--- src/rtl/req_encoder_q.sv ---
// req_encoder_q: captures rising edges on four asynchronous request lines,
// holds them as pending, and serves one 2-bit code at a time over valid/ready.
// Optional feature: define REQ_ENC_RR_EN for round-robin selection instead of
// fixed highest-index priority.
module req_encoder_q #(
   parameter int unsigned SYNC_STAGES = 2
) (
   input  logic       clk,
   input  logic       rst_n,
   input  logic [3:0] req,
   output logic [1:0] out_code,
   output logic       out_valid,
   input  logic       out_ready,
   output logic [3:0] pending,
   output logic [3:0] overrun,
   input  logic       ovr_clr
);

   localparam int unsigned N_REQ = 4;

   logic [N_REQ-1:0]   sync_q [SYNC_STAGES];
   logic [N_REQ-1:0]   hist_q;
   logic [SYNC_STAGES:0] fill_q;
   logic [N_REQ-1:0]   rise;
   logic [N_REQ-1:0]   grant;
   logic [N_REQ-1:0]   pend_nxt;
   logic [N_REQ-1:0]   ovr_set;
   logic [1:0]         sel;
   logic               load;

   // Synchroniser chain, history flop, and a fill marker that masks the
   // spurious edge of a line already high when reset releases.
   always_ff @(posedge clk or negedge rst_n) begin
      if (!rst_n) begin
         for (int unsigned k = 0; k < SYNC_STAGES; k++) sync_q[k] <= '0;
         hist_q <= '0;
         fill_q <= '0;
      end else begin
         sync_q[0] <= req;
         for (int unsigned k = 1; k < SYNC_STAGES; k++) sync_q[k] <= sync_q[k-1];
         hist_q <= sync_q[SYNC_STAGES-1];
         fill_q <= {fill_q[SYNC_STAGES-1:0], 1'b1};
      end
   end

   assign rise = sync_q[SYNC_STAGES-1] & ~hist_q & {N_REQ{fill_q[SYNC_STAGES]}};

`ifdef REQ_ENC_RR_EN
   logic [1:0] last_q;
   logic [1:0] idx;
   logic       found;

   // Round-robin pointer: remembers the most recently granted index.
   always_ff @(posedge clk or negedge rst_n) begin
      if (!rst_n)    last_q <= 2'b11;
      else if (load) last_q <= sel;
   end

   // Search from last+1 upward (mod 4); first pending index wins.
   always_comb begin
      sel   = 2'b00;
      idx   = 2'b00;
      found = 1'b0;
      for (int unsigned k = 1; k <= N_REQ; k++) begin
         idx = 2'(last_q + 2'(k));
         if (!found && pending[idx]) begin
            sel   = idx;
            found = 1'b1;
         end
      end
   end
`else
   // Fixed priority: highest pending index wins.
   always_comb begin
      sel = 2'b00;
      for (int unsigned i = 0; i < N_REQ; i++) begin
         if (pending[i]) sel = 2'(i);
      end
   end
`endif

   // Load decision, grant vector and next pending/overrun terms.
   always_comb begin
      load  = (!out_valid || out_ready) && (|pending);
      grant = '0;
      if (load) grant[sel] = 1'b1;
      ovr_set  = rise & pending & ~grant;
      pend_nxt = (pending & ~grant) | rise;
   end

   // Pending and sticky overrun flags; a new set beats a clear.
   always_ff @(posedge clk or negedge rst_n) begin
      if (!rst_n) begin
         pending <= '0;
         overrun <= '0;
      end else begin
         pending <= pend_nxt;
         overrun <= ovr_set | (ovr_clr ? '0 : overrun);
      end
   end

   // Output register: load on free slot, drop valid on consume with nothing pending.
   always_ff @(posedge clk or negedge rst_n) begin
      if (!rst_n) begin
         out_code  <= 2'b00;
         out_valid <= 1'b0;
      end else if (load) begin
         out_code  <= sel;
         out_valid <= 1'b1;
      end else if (out_valid && out_ready) begin
         out_valid <= 1'b0;
      end
   end

endmodule

--- config.mk ---
export PLATFORM = sky130hd
export DESIGN_NAME = req_encoder_q
export DESIGN_NICKNAME = d
export VERILOG_FILES = /design/src/rtl/req_encoder_q.sv
export SDC_FILE = /design/constraint.sdc
export NUM_CORES = 1
export LEC_CHECK = 0
export CAP_MARGIN = 30
export CORE_MARGIN = 5
export CORE_UTILIZATION = 40
export DETAILED_ROUTE_END_ITERATION = 6
export PLACE_DENSITY = 0.66
export SLEW_MARGIN = 20
export SYNTH_ARGS = -nofsm -noshare
export SYNTH_HDL_FRONTEND = slang
export SYNTH_SLANG_ARGS = --single-unit
--- constraint.sdc ---
create_clock -name clk -period 1.4 [get_ports clk]
set_clock_uncertainty 0.15 [all_clocks]
set_input_delay 0.21 -clock clk [delete_from_list [all_inputs] [get_ports clk]]
set_output_delay 0.21 -clock clk [all_outputs]
set_load 0.01 [all_outputs]
* Word level (Yosys, flattened, before mapping)
Index checks and enable logic that the tools add are counted.
** Cells by class
- Bitwise gates (word level) :: 9
- Add/sub/neg operators :: 0
- Reductions and logical operators :: 7
- $lt $le $gt $ge :: 2
- Multipliers :: 0
- Div/mod/pow operators :: 0
- Equality and inequality tests :: 0
- Shifts and indexed selects :: 0
- Mux-type cells :: 9
** Operators by type and width (number)
- 4-bit AND :: 5
- 4-bit 2-to-1 mux :: 2
- 4-bit NOT :: 2
- 4-bit bitwise OR :: 2
- 1-bit 2-to-1 mux :: 4
- 2-bit 2-to-1 mux :: 2
- 4-bit OR reduction :: 1
- 1-bit logical AND :: 3
- 2-bit by 3-bit less-than comparator with 1-bit output (second input constant) :: 1
- 1-bit demux with 2-bit select :: 1
- 2-bit by 1-bit >= comparator with 1-bit output (second input constant) :: 1
- 2-bit nonzero test :: 1
- 1-bit zero test :: 1
- 1-bit logical OR :: 1
** Word-level totals
- Latch bits :: 0
- Memory bits (read-only) :: 0
- Register bits :: 26
- Bits of input ports :: 8
- Memories :: 0
- RAM bits :: 0

* Longest topological paths before layout
Gate-level depths: netlist (run 1).
- Depth in word-level cells :: 11
- Gate-level depth with buffers :: 4

* Worst setup path after synthesis (run 1)
OpenSTA, ideal clock, no wires.
- Path kind :: register to register
- Start point :: reg out_valid
- End point :: reg overrun[0]
- Path slack :: 0.166 ns
- Stages on the path, launching flop included :: 5
- Buffers on the path :: 1
- Setup time :: 0.134 ns
- Data arrival time :: 0.950 ns
- Clock period less this slack :: 1.234 ns
- Data required time :: 1.116 ns
- Cell sequence :: dfrtp_1 -> nor2b_4 -> buf_6 -> o41ai_4 -> o22ai_1
** On the way
- Longest elaborated chain between the ends :: 7
** Ends and longest elaborated chain
- start: declaration :: RTL line 12 : output logic out_valid,
- start signal: assignment :: RTL line 106 : out_valid <= 1'b0;
- start signal: assignment :: RTL line 109 : out_valid <= 1'b1;
- start signal: assignment :: RTL line 111 : out_valid <= 1'b0;
- 1-bit zero test :: RTL line 84 : load = (!out_valid || out_ready) && (|pending);
- 1-bit logical OR :: RTL line 84
- 1-bit logical AND :: RTL line 84
- 4-bit 2-to-1 mux :: RTL line 86 : if (load) grant[sel] = 1'b1;
- 4-bit NOT :: RTL line 87 : ovr_set = rise & pending & ~grant;
- 4-bit AND :: RTL line 87
- 4-bit bitwise OR :: RTL line 98 : overrun <= ovr_set | (ovr_clr ? '0 : overrun);
- end signal: assignment :: RTL line 98
- end: declaration :: RTL line 15 : output logic [3:0] overrun,
Every way passes these cells.
A chain may end at the register's enable or synchronous reset.

* Worst setup path in the final report (run 1)
- Start point :: reg out_code[1]
- End point :: out out_code[1]
** RTL lines
- start: declaration :: RTL line 11 : output logic [1:0] out_code,
- start signal: assignment :: RTL line 108 : out_code <= sel;
No word-level cell between the ends.

==> results.sh, run 1 <==
export IMPL_synth_async_reset_ratio=1.00
export IMPL_hold_slack_ns=0.0751
export IMPL_fin_crit_sh=0.973
export IMPL_outcome="complete, no violations"
export IMPL_synthSimpleGateAreaFrac=0.103
export IMPL_synth_top_family_by_area="compound AO/OA/AOI/OAI gates"
export IMPL_startpoint="out_code[1]"
export IMPL_criticalPathCategory="flop to output pin"
export IMPL_clk_latency_ns=0.31
export IMPL_n_antenna_cell=0
export IMPL_synth_ff_type="dfrtp_1"
export IMPL_worst_endpoint_required_ns=1.04
export IMPL_p_sw_frac=0.260
export IMPL_worstPathArrival_ns=1.00
export IMPL_num_rows=16
export IMPL_dp_hpwl_um=1050
export IMPL_synth_seq_area_share=0.747
export IMPL_peakVddDrop_v=0.000897
export IMPL_grt_first_pass_wirelength_um=2460
export IMPL_ys_warn_count=0
export IMPL_die_h_um=56.7
export IMPL_portBuffers=18
export IMPL_slowest_delay_ns=0.41
export IMPL_finalHoldViolations=0
export IMPL_ios=19
export IMPL_post_route_min_period_ns=1.36
export IMPL_place_gp_congestion=0.698
export IMPL_antenna_found_initial=0
export IMPL_drc=0
export IMPL_h_tree_depth=1
export IMPL_die_area_um2=3210
export IMPL_synthDistinctLibCells=18
export IMPL_postRouteAntennaNets=0
export IMPL_crit_family="flip-flops"
export IMPL_synth_fa_ha_area_frac=0
export IMPL_ys_ff_latch=26
export IMPL_start_util=0.431
export IMPL_pwr_share_seq=0.538
export IMPL_intPower_uw=1190
export IMPL_fin_ws_ns=0.0384
export IMPL_layout_nets=97
export IMPL_critical_path_depth=1
export IMPL_r2r_end="overrun[1]"
export IMPL_cts_buffer_depth=2
export IMPL_crit_fanout=2
export IMPL_p_switching_uw=416
export IMPL_grt_use_total=0.0981
export IMPL_setup_viol=0
export IMPL_synth_xor_area_frac=0
export IMPL_finalSetupTns_ns=0
export IMPL_dp_worst_setup_slack_ns=-0.112
export IMPL_synth_compound_area_share=0.103
export IMPL_syn_mean_instance_area_um2=14.8
export IMPL_grt_ovfl_total=0
export IMPL_design_core_area_um2=2020
export IMPL_cts_tree="built"
export IMPL_drt_initial_drc_count=7
export IMPL_synth_edff_count=0
export IMPL_vias_per_cell=4.77
export IMPL_grt_max_degree=27
export IMPL_vias=548
export IMPL_drv_slew=0
export IMPL_hold_buffers=0
export IMPL_synth_area_mux_share=0.0115
export IMPL_p_comb_frac=0.233
export IMPL_worst_path_buf_inv=1
export IMPL_wl_per_cell_um=12.4
export IMPL_dr_pass1_iters=4
export IMPL_die_w_um=56.7
export IMPL_critPathLaunchType="flop"
export IMPL_end_kind="output pin"
export IMPL_hold_class="input pin to async pin"
export IMPL_numCtsBuffers=3
export IMPL_syn2layout_area_growth_pct=36.2
export IMPL_syn_num_nets=67
export IMPL_syn_area_um2=871
export IMPL_clock_power_share=0.229
export IMPL_p_per_area_nw_per_um2=1350
export IMPL_syn_inst=59
export IMPL_routed_wl_um=1430
export IMPL_cts_root_buf="clkbuf_4"
export IMPL_drv_cap=0
export IMPL_p_leak_uw=0.000549
export IMPL_cpMaxStageDelayCell="dfrtp_1"
export IMPL_drive_above_1_share=0.182
export IMPL_cp_cell_sequence="dlygate4sd2_1"
export IMPL_clk_pin_slew_ns=0.14
export IMPL_rr_worst_depth=4
export IMPL_clock_sinks=26
export IMPL_grt_pass1_vias=560
export IMPL_max_freq_mhz=734
export IMPL_worstReg2RegStart="pending[3]"
export IMPL_r2r_slack_ns=0.07
[synth_stat cells, types with 2 or more instances]
| master | number | area [um2] |
|---|---|---|
| o21ai_0 | 2 | 10.0 |
| nand2_1 | 5 | 18.8 |
| inv_1 | 4 | 15.0 |
| dfrtp_1 | 26 | 651 |
| nand3b_1 | 4 | 30.0 |
| o22ai_1 | 4 | 25.0 |
| nor2_1 | 2 | 7.51 |
| o21ai_1 | 2 | 10.0 |
[per-layer routing]
metal / vias up / GRT usage / wire length, um / share of wire
met5: - / 0 / 0 / 0
met4: 0 / 0.0576 / 16 / 0.011
met3: 2 / 0.0413 / 107 / 0.075
met2: 18 / 0.160 / 754 / 0.53
met1: 271 / 0.105 / 551 / 0.39
li1: 257 / - / - / -
[how the worst max path moves through the flow]
stage                       end
floorplan            overrun[0]
global placement    out_code[0]
detailed placement  out_code[0]
CTS                   out_valid
global route        out_code[0]
finish              out_code[1]
[state kept, by name (all words and copies together), names as in the netlist]
signal / count
out_valid: 1
pending: 4
overrun: 4
sync_q: 8
out_code: 2
hist_q: 4
fill_q: 3
[repair_timing]
item	CTS	global route
endpoints found under the setup margin	11	9
pin swaps	0	0
resized for setup	11	8
buffers inserted	2	1
[per-stage QoR]
step / total power [uW] / cell area (um2) / utilization / std cells
2_1_floorplan: 1040 / 871 / - / 59
3_3_place_gp: 1240 / 1120 / 0.556 / 108
3_5_place_dp: 1250 / 1120 / 0.556 / 108
4_1_cts: 1600 / 1160 / 0.574 / 114
5_1_grt: 1700 / 1190 / 0.587 / 115
6_report: 1600 / 1190 / 0.587 / 115
[cell usage in the layout, fill, tap and decap left out, types with 2 or more instances in the layout]
cell type	count
o21ai_0	2
buf_4	7
clkdlybuf4s15_1	7
dfrtp_1	26
nand2_1	5
clkbuf_4	3
dlygate4sd2_1	4
clkdlybuf4s50_1	7
nand3b_1	4
o21ai_1	2
nor2_1	2
inv_1	4
o22ai_1	4
[final cells by class]
cell class / count / area [um2]
clock buffer: 4 / 36.3
fill: 169 / 836
inverter: 4 / 15.0
multi-input combinational: 28 / 203
sequential: 26 / 651
tap: 27 / 33.8
timing repair buffer: 26 / 248
[power groups by stage]
stage / Sequential (uW) / Combinational (uW) / Clock (uW)
after floorplan: 928 / 116 / 0
after global placement: 884 / 361 / 0
after detailed placement: 887 / 365 / 0
after CTS: 863 / 356 / 379
after global routing: 873 / 416 / 412
final: 862 / 373 / 366
[cells by family after synthesis]
logic type | count (synthesis)
compound gates | 11
buf+inv | 5
other cells | 1
mux | 1
simple gates | 15
flops | 26
Note: power is estimated with default switching activity, not from simulation.
==> run 2, diff against run 1 <==
--- a/config.mk
+++ b/config.mk
@@ -14,3 +14,4 @@
 export SYNTH_ARGS = -nofsm -noshare
 export SYNTH_HDL_FRONTEND = slang
 export SYNTH_SLANG_ARGS = --single-unit
+export TNS_END_PERCENT = 10
==> run 2 against run 1 <==
Sequential share of layout area increased by 0.29 points; critical path depth unchanged; wire length fell by 0.77%; maximum frequency barely moved; cell count down 0.87%; register-to-register slack barely moved; combinational power about the same; total power shrank 0.31%; sequential power hardly changed; clock power about the same; via count down 1.5%; critical path type unchanged.
==> results.sh, run 2 (synthesis results as in run 1) <==
export IMPL_outcome="complete, no violations"
export IMPL_grt_use_total=0.0981
export IMPL_p_per_area_nw_per_um2=1350
export IMPL_routed_wl_um=1420
export IMPL_hold_buffers=0
export IMPL_worst_path_buf_inv=1
export IMPL_critPathLaunchType="flop"
export IMPL_crit_family="flip-flops"
export IMPL_intPower_uw=1180
export IMPL_p_leak_uw=0.000541
export IMPL_clock_sinks=26
export IMPL_final_common_cell="dfrtp_1"
export IMPL_layout_nets=96
export IMPL_end_kind="output pin"
export IMPL_crit_fanout=2
export IMPL_grt_max_degree=27
export IMPL_die_h_um=56.7
export IMPL_fin_crit_sh=0.973
export IMPL_fin_total_pwr_uw=1600
export IMPL_peakVddDrop_v=0.000889
export IMPL_drt_initial_drc_count=9
export IMPL_antenna_found_initial=0
export IMPL_dp_worst_setup_slack_ns=-0.112
export IMPL_p_comb_frac=0.232
export IMPL_grt_first_pass_wirelength_um=2460
export IMPL_place_gp_congestion=0.698
export IMPL_max_freq_mhz=734
export IMPL_syn2layout_area_growth_pct=35.5
export IMPL_h_tree_depth=1
export IMPL_finalHoldViolations=0
export IMPL_hold_class="input pin to async pin"
export IMPL_drc=0
export IMPL_die_w_um=56.7
export IMPL_largest_register="sync_q"
export IMPL_portBuffers=18
export IMPL_postRouteAntennaNets=0
export IMPL_start_util=0.431
export IMPL_worst_endpoint_required_ns=1.04
export IMPL_dp_hpwl_um=1050
export IMPL_drive_above_1_share=0.172
export IMPL_cts_tree="built"
export IMPL_numCtsBuffers=3
export IMPL_cpMaxStageDelayCell="dfrtp_1"
export IMPL_clk_latency_ns=0.31
export IMPL_vias=540
export IMPL_fin_util=0.584
export IMPL_drv_slew=0
export IMPL_criticalPathCategory="flop to output pin"
export IMPL_cts_buffer_depth=2
export IMPL_largest_reg_flops=8
export IMPL_clock_power_share=0.228
export IMPL_cts_root_buf="clkbuf_4"
export IMPL_fillCellCount=170
export IMPL_n_antenna_cell=0
export IMPL_drv_cap=0
export IMPL_final_cell_mix="dfrtp_1 (26), clkdlybuf4s15_1 (8), clkdlybuf4s50_1 (7)"
export IMPL_critical_path_depth=1
export IMPL_slowest_delay_ns=0.41
export IMPL_ios=19
export IMPL_worstPathArrival_ns=1.00
export IMPL_post_route_min_period_ns=1.36
export IMPL_vias_per_cell=4.74
export IMPL_dr_pass1_iters=4
export IMPL_rr_worst_depth=4
export IMPL_cp_cell_sequence="dlygate4sd2_1"
export IMPL_die_area_um2=3210
export IMPL_fin_ws_ns=0.0375
export IMPL_grt_pass1_vias=560
export IMPL_pwr_share_seq=0.540
export IMPL_wl_per_cell_um=12.4
export IMPL_num_rows=16
export IMPL_p_switching_uw=414
export IMPL_design_core_area_um2=2020
export IMPL_clk_pin_slew_ns=0.14
export IMPL_setup_viol=0
export IMPL_grt_ovfl_total=0
export IMPL_p_sw_frac=0.259
-- run 2: cell types whose count changed in the layout (fill, tap and decap cells not counted) --
cell / before / now
buf_4: 7 / 6
dlygate4sd2_1: 4 / 3
clkdlybuf4s15_1: 7 / 8
-- run 2: power by group through the flow --
stage	clock network [uW]	registers, uW	logic, uW
after floorplan	0	928	116
after global placement	0	884	361
after detailed placement	0	887	365
after CTS	379	863	356
after global routing	412	874	412
final	365	862	370
-- run 2: timing repair --
item	4_1_cts	5_1_grt
gates resized for setup	11	9
buffers inserted	2	0
setup endpoints to repair	11	9
hold endpoints to repair	0	0
-- run 2: layout make-up --
cell class	instances	area (um2)	share of cell area
clock buffer	4	36.3	0.0308
multi-input combinational	28	203	0.172
timing repair buffer	25	241	0.205
tap	27	33.8	0.0286
inverter	4	15.0	0.0127
sequential	26	651	0.551
-- run 2: routing by layer --
| metal | GRT usage | routed length, um |
|---|---|---|
| met1 | 0.105 | 544 |
| met2 | 0.160 | 755 |
| met3 | 0.0413 | 102 |
| met4 | 0.0576 | 16 |
| met5 | 0 | 0 |
-- run 2: path summary, 6_finish.rpt --
check,startpoint,to,slack [ns]
worst max-delay path,out_code[1],out_code[1],0.04
worst min-delay path,rst_n,out_code[0],0.07
worst max register to register,pending[3],overrun[1],0.07
worst min register to register,sync_q[4],sync_q[0],0.21
max in group asynchronous,rst_n,hist_q[1],0.87
min in group clk,req[3],sync_q[7],0.16
-- run 2: metrics by stage --
| step | setup TNS [ns] | cells | instance area [um2] | hold WS [ns] |
|---|---|---|---|---|
| floorplan | 0 | 59 | 871 | -0.236 |
| CTS | 0 | 114 | 1160 | 0.0793 |
| global placement | -0.157 | 108 | 1120 | 0.181 |
| detailed placement | -0.282 | 108 | 1120 | 0.185 |
| global route | -0.0294 | 114 | 1180 | 0.0739 |
| finish | 0 | 114 | 1180 | 0.0736 |
==> run 3, diff against run 2 <==
--- a/config.mk
+++ b/config.mk
@@ -10,6 +10,7 @@
 export CORE_UTILIZATION = 40
 export DETAILED_ROUTE_END_ITERATION = 6
 export PLACE_DENSITY = 0.66
+export SETUP_SLACK_MARGIN = 0.3
 export SLEW_MARGIN = 20
 export SYNTH_ARGS = -nofsm -noshare
 export SYNTH_HDL_FRONTEND = slang
==> constraint.sdc (replaced) <==
create_clock -name clk -period 1.55 [get_ports clk]
set_clock_uncertainty 0.15 [all_clocks]
set_input_delay 0.2325 -clock clk [delete_from_list [all_inputs] [get_ports clk]]
set_output_delay 0.2325 -clock clk [all_outputs]
set_load 0.01 [all_outputs]
==> run 3 against run 2 <==
Sequential cell count stayed put; global-route usage shrank 0.087 points; combinational power down 8.1%; total power down 2.2%; design area up 1.5%; non-clock buffer count is 1 higher; die area is the same; core utilization increased by 0.87 points; via count increased by 0.37%.
==> results.sh, run 3 (synthesis results as in run 1) <==
export IMPL_max_freq_mhz=759
export IMPL_drv_slew=0
export IMPL_outcome="complete, no violations"
export IMPL_clk_latency_ns=0.31
export IMPL_fin_crit_sh=0.850
export IMPL_num_rows=16
export IMPL_cpMaxStageDelayCell="dfrtp_1"
export IMPL_start_util=0.431
export IMPL_drt_initial_drc_count=3
export IMPL_design_core_area_um2=2020
export IMPL_fin_ws_ns=0.233
export IMPL_fin_area_um2=1200
export IMPL_worstPathArrival_ns=0.93
export IMPL_largest_reg_flops=8
export IMPL_die_area_um2=3210
export IMPL_dr_pass1_iters=4
export IMPL_finalHoldViolations=0
export IMPL_finalSetupTns_ns=0
export IMPL_drive_above_1_share=0.284
export IMPL_vias=542
export IMPL_ios=19
export IMPL_hold_buffers=0
export IMPL_grt_first_pass_wirelength_um=2440
export IMPL_fin_util=0.592
export IMPL_worst_path_buf_inv=1
export IMPL_routed_wl_um=1330
export IMPL_grt_ovfl_total=0
export IMPL_hold_slack_ns=0.113
export IMPL_cp_cell_sequence="clkdlybuf4s15_2"
export IMPL_clk_pin_slew_ns=0.13
export IMPL_crit_fanout=2
export IMPL_setup_viol=0
export IMPL_final_common_cell="dfrtp_1"
export IMPL_vias_per_cell=4.71
export IMPL_layout_nets=97
export IMPL_p_leak_uw=0.000540
export IMPL_die_w_um=56.7
export IMPL_portBuffers=18
export IMPL_grt_max_degree=27
export IMPL_postRouteAntennaNets=0
export IMPL_n_antenna_cell=0
export IMPL_worst_endpoint_required_ns=1.17
export IMPL_slowest_delay_ns=0.40
export IMPL_grt_pass1_vias=587
export IMPL_end_kind="output pin"
export IMPL_numCtsBuffers=3
export IMPL_largest_register="sync_q"
export IMPL_drv_cap=0
export IMPL_place_gp_congestion=0.721
export IMPL_cts_root_buf="clkbuf_4"
export IMPL_antenna_found_initial=0
export IMPL_die_h_um=56.7
export IMPL_grt_use_total=0.0972
export IMPL_wl_per_cell_um=11.6
export IMPL_peakVddDrop_v=0.000724
export IMPL_grt_setup_unrepaired="true"
export IMPL_p_per_area_nw_per_um2=1300
export IMPL_hold_class="input pin to async pin"
export IMPL_dp_hpwl_um=979
export IMPL_cts_buffer_depth=2
export IMPL_criticalPathCategory="flop to output pin"
export IMPL_h_tree_depth=1
export IMPL_dpl_cell_area_um2=1100
export IMPL_cts_tree="built"
export IMPL_clock_sinks=26
export IMPL_drc=0
export IMPL_critPathLaunchType="flop"
export IMPL_final_cell_mix="dfrtp_1 (26), clkdlybuf4s50_1 (7), clkdlybuf4s15_2 (7), buf_4 (7), nand2_1 (5)"
export IMPL_syn2layout_area_growth_pct=37.5
export IMPL_post_route_min_period_ns=1.32
export IMPL_dp_worst_setup_slack_ns=0.0177
export IMPL_crit_family="flip-flops"
## run 3: cell type report
class / instances / area, um2
flip-flops and latches: 26 / 651
fillers: 170 / 825
multi-input cells: 28 / 203
inverters: 4 / 15.0
repair buffers: 26 / 243
well taps: 27 / 33.8
clock buffers: 3 / 22.5
clock inverters: 1 / 30.0
## run 3: per-layer routing
metal,vias up,part of all wire,GRT usage
li1,253,-,-
met2,18,0.50,0.173
met3,0,0.086,0.0482
met5,-,0,0
met4,0,0,0.0203
met1,271,0.41,0.102
## run 3: per-stage QoR
step                      power [uW]  cells
after detailed placement        1110    107
after CTS                       1580    115
final                           1560    115
after floorplan                  943     59
after global routing            1650    115
after global placement          1110    107
## run 3: worst paths after layout
check,cells after the start,slack (ns),startpoint,end
setup / recovery,1,0.23,out_code[0],out_code[0]
hold / removal,2,0.11,rst_n,pending[0]
setup reg to reg,3,0.25,pending[3],overrun[0]
hold reg to reg,0,0.21,sync_q[6],sync_q[2]
max in group asynchronous,2,0.90,rst_n,sync_q[5]
min in group clk,1,0.19,req[1],sync_q[5]
## run 3: power by group
part / total, uW / leakage, uW / switching, uW / internal [uW]
sequential: 779 / 0.000313 / 31.4 / 747
clock: 443 / 0.0000279 / 182 / 261
combinational: 340 / 0.000198 / 155 / 186
total: 1560 / 0.000540 / 368 / 1190
## run 3: timing repair
action                                 4_1_cts  5_1_grt
buffers inserted                             4        0
resized for setup                           31        4
endpoints found under the hold margin        0        0
setup endpoints to repair                   13       19
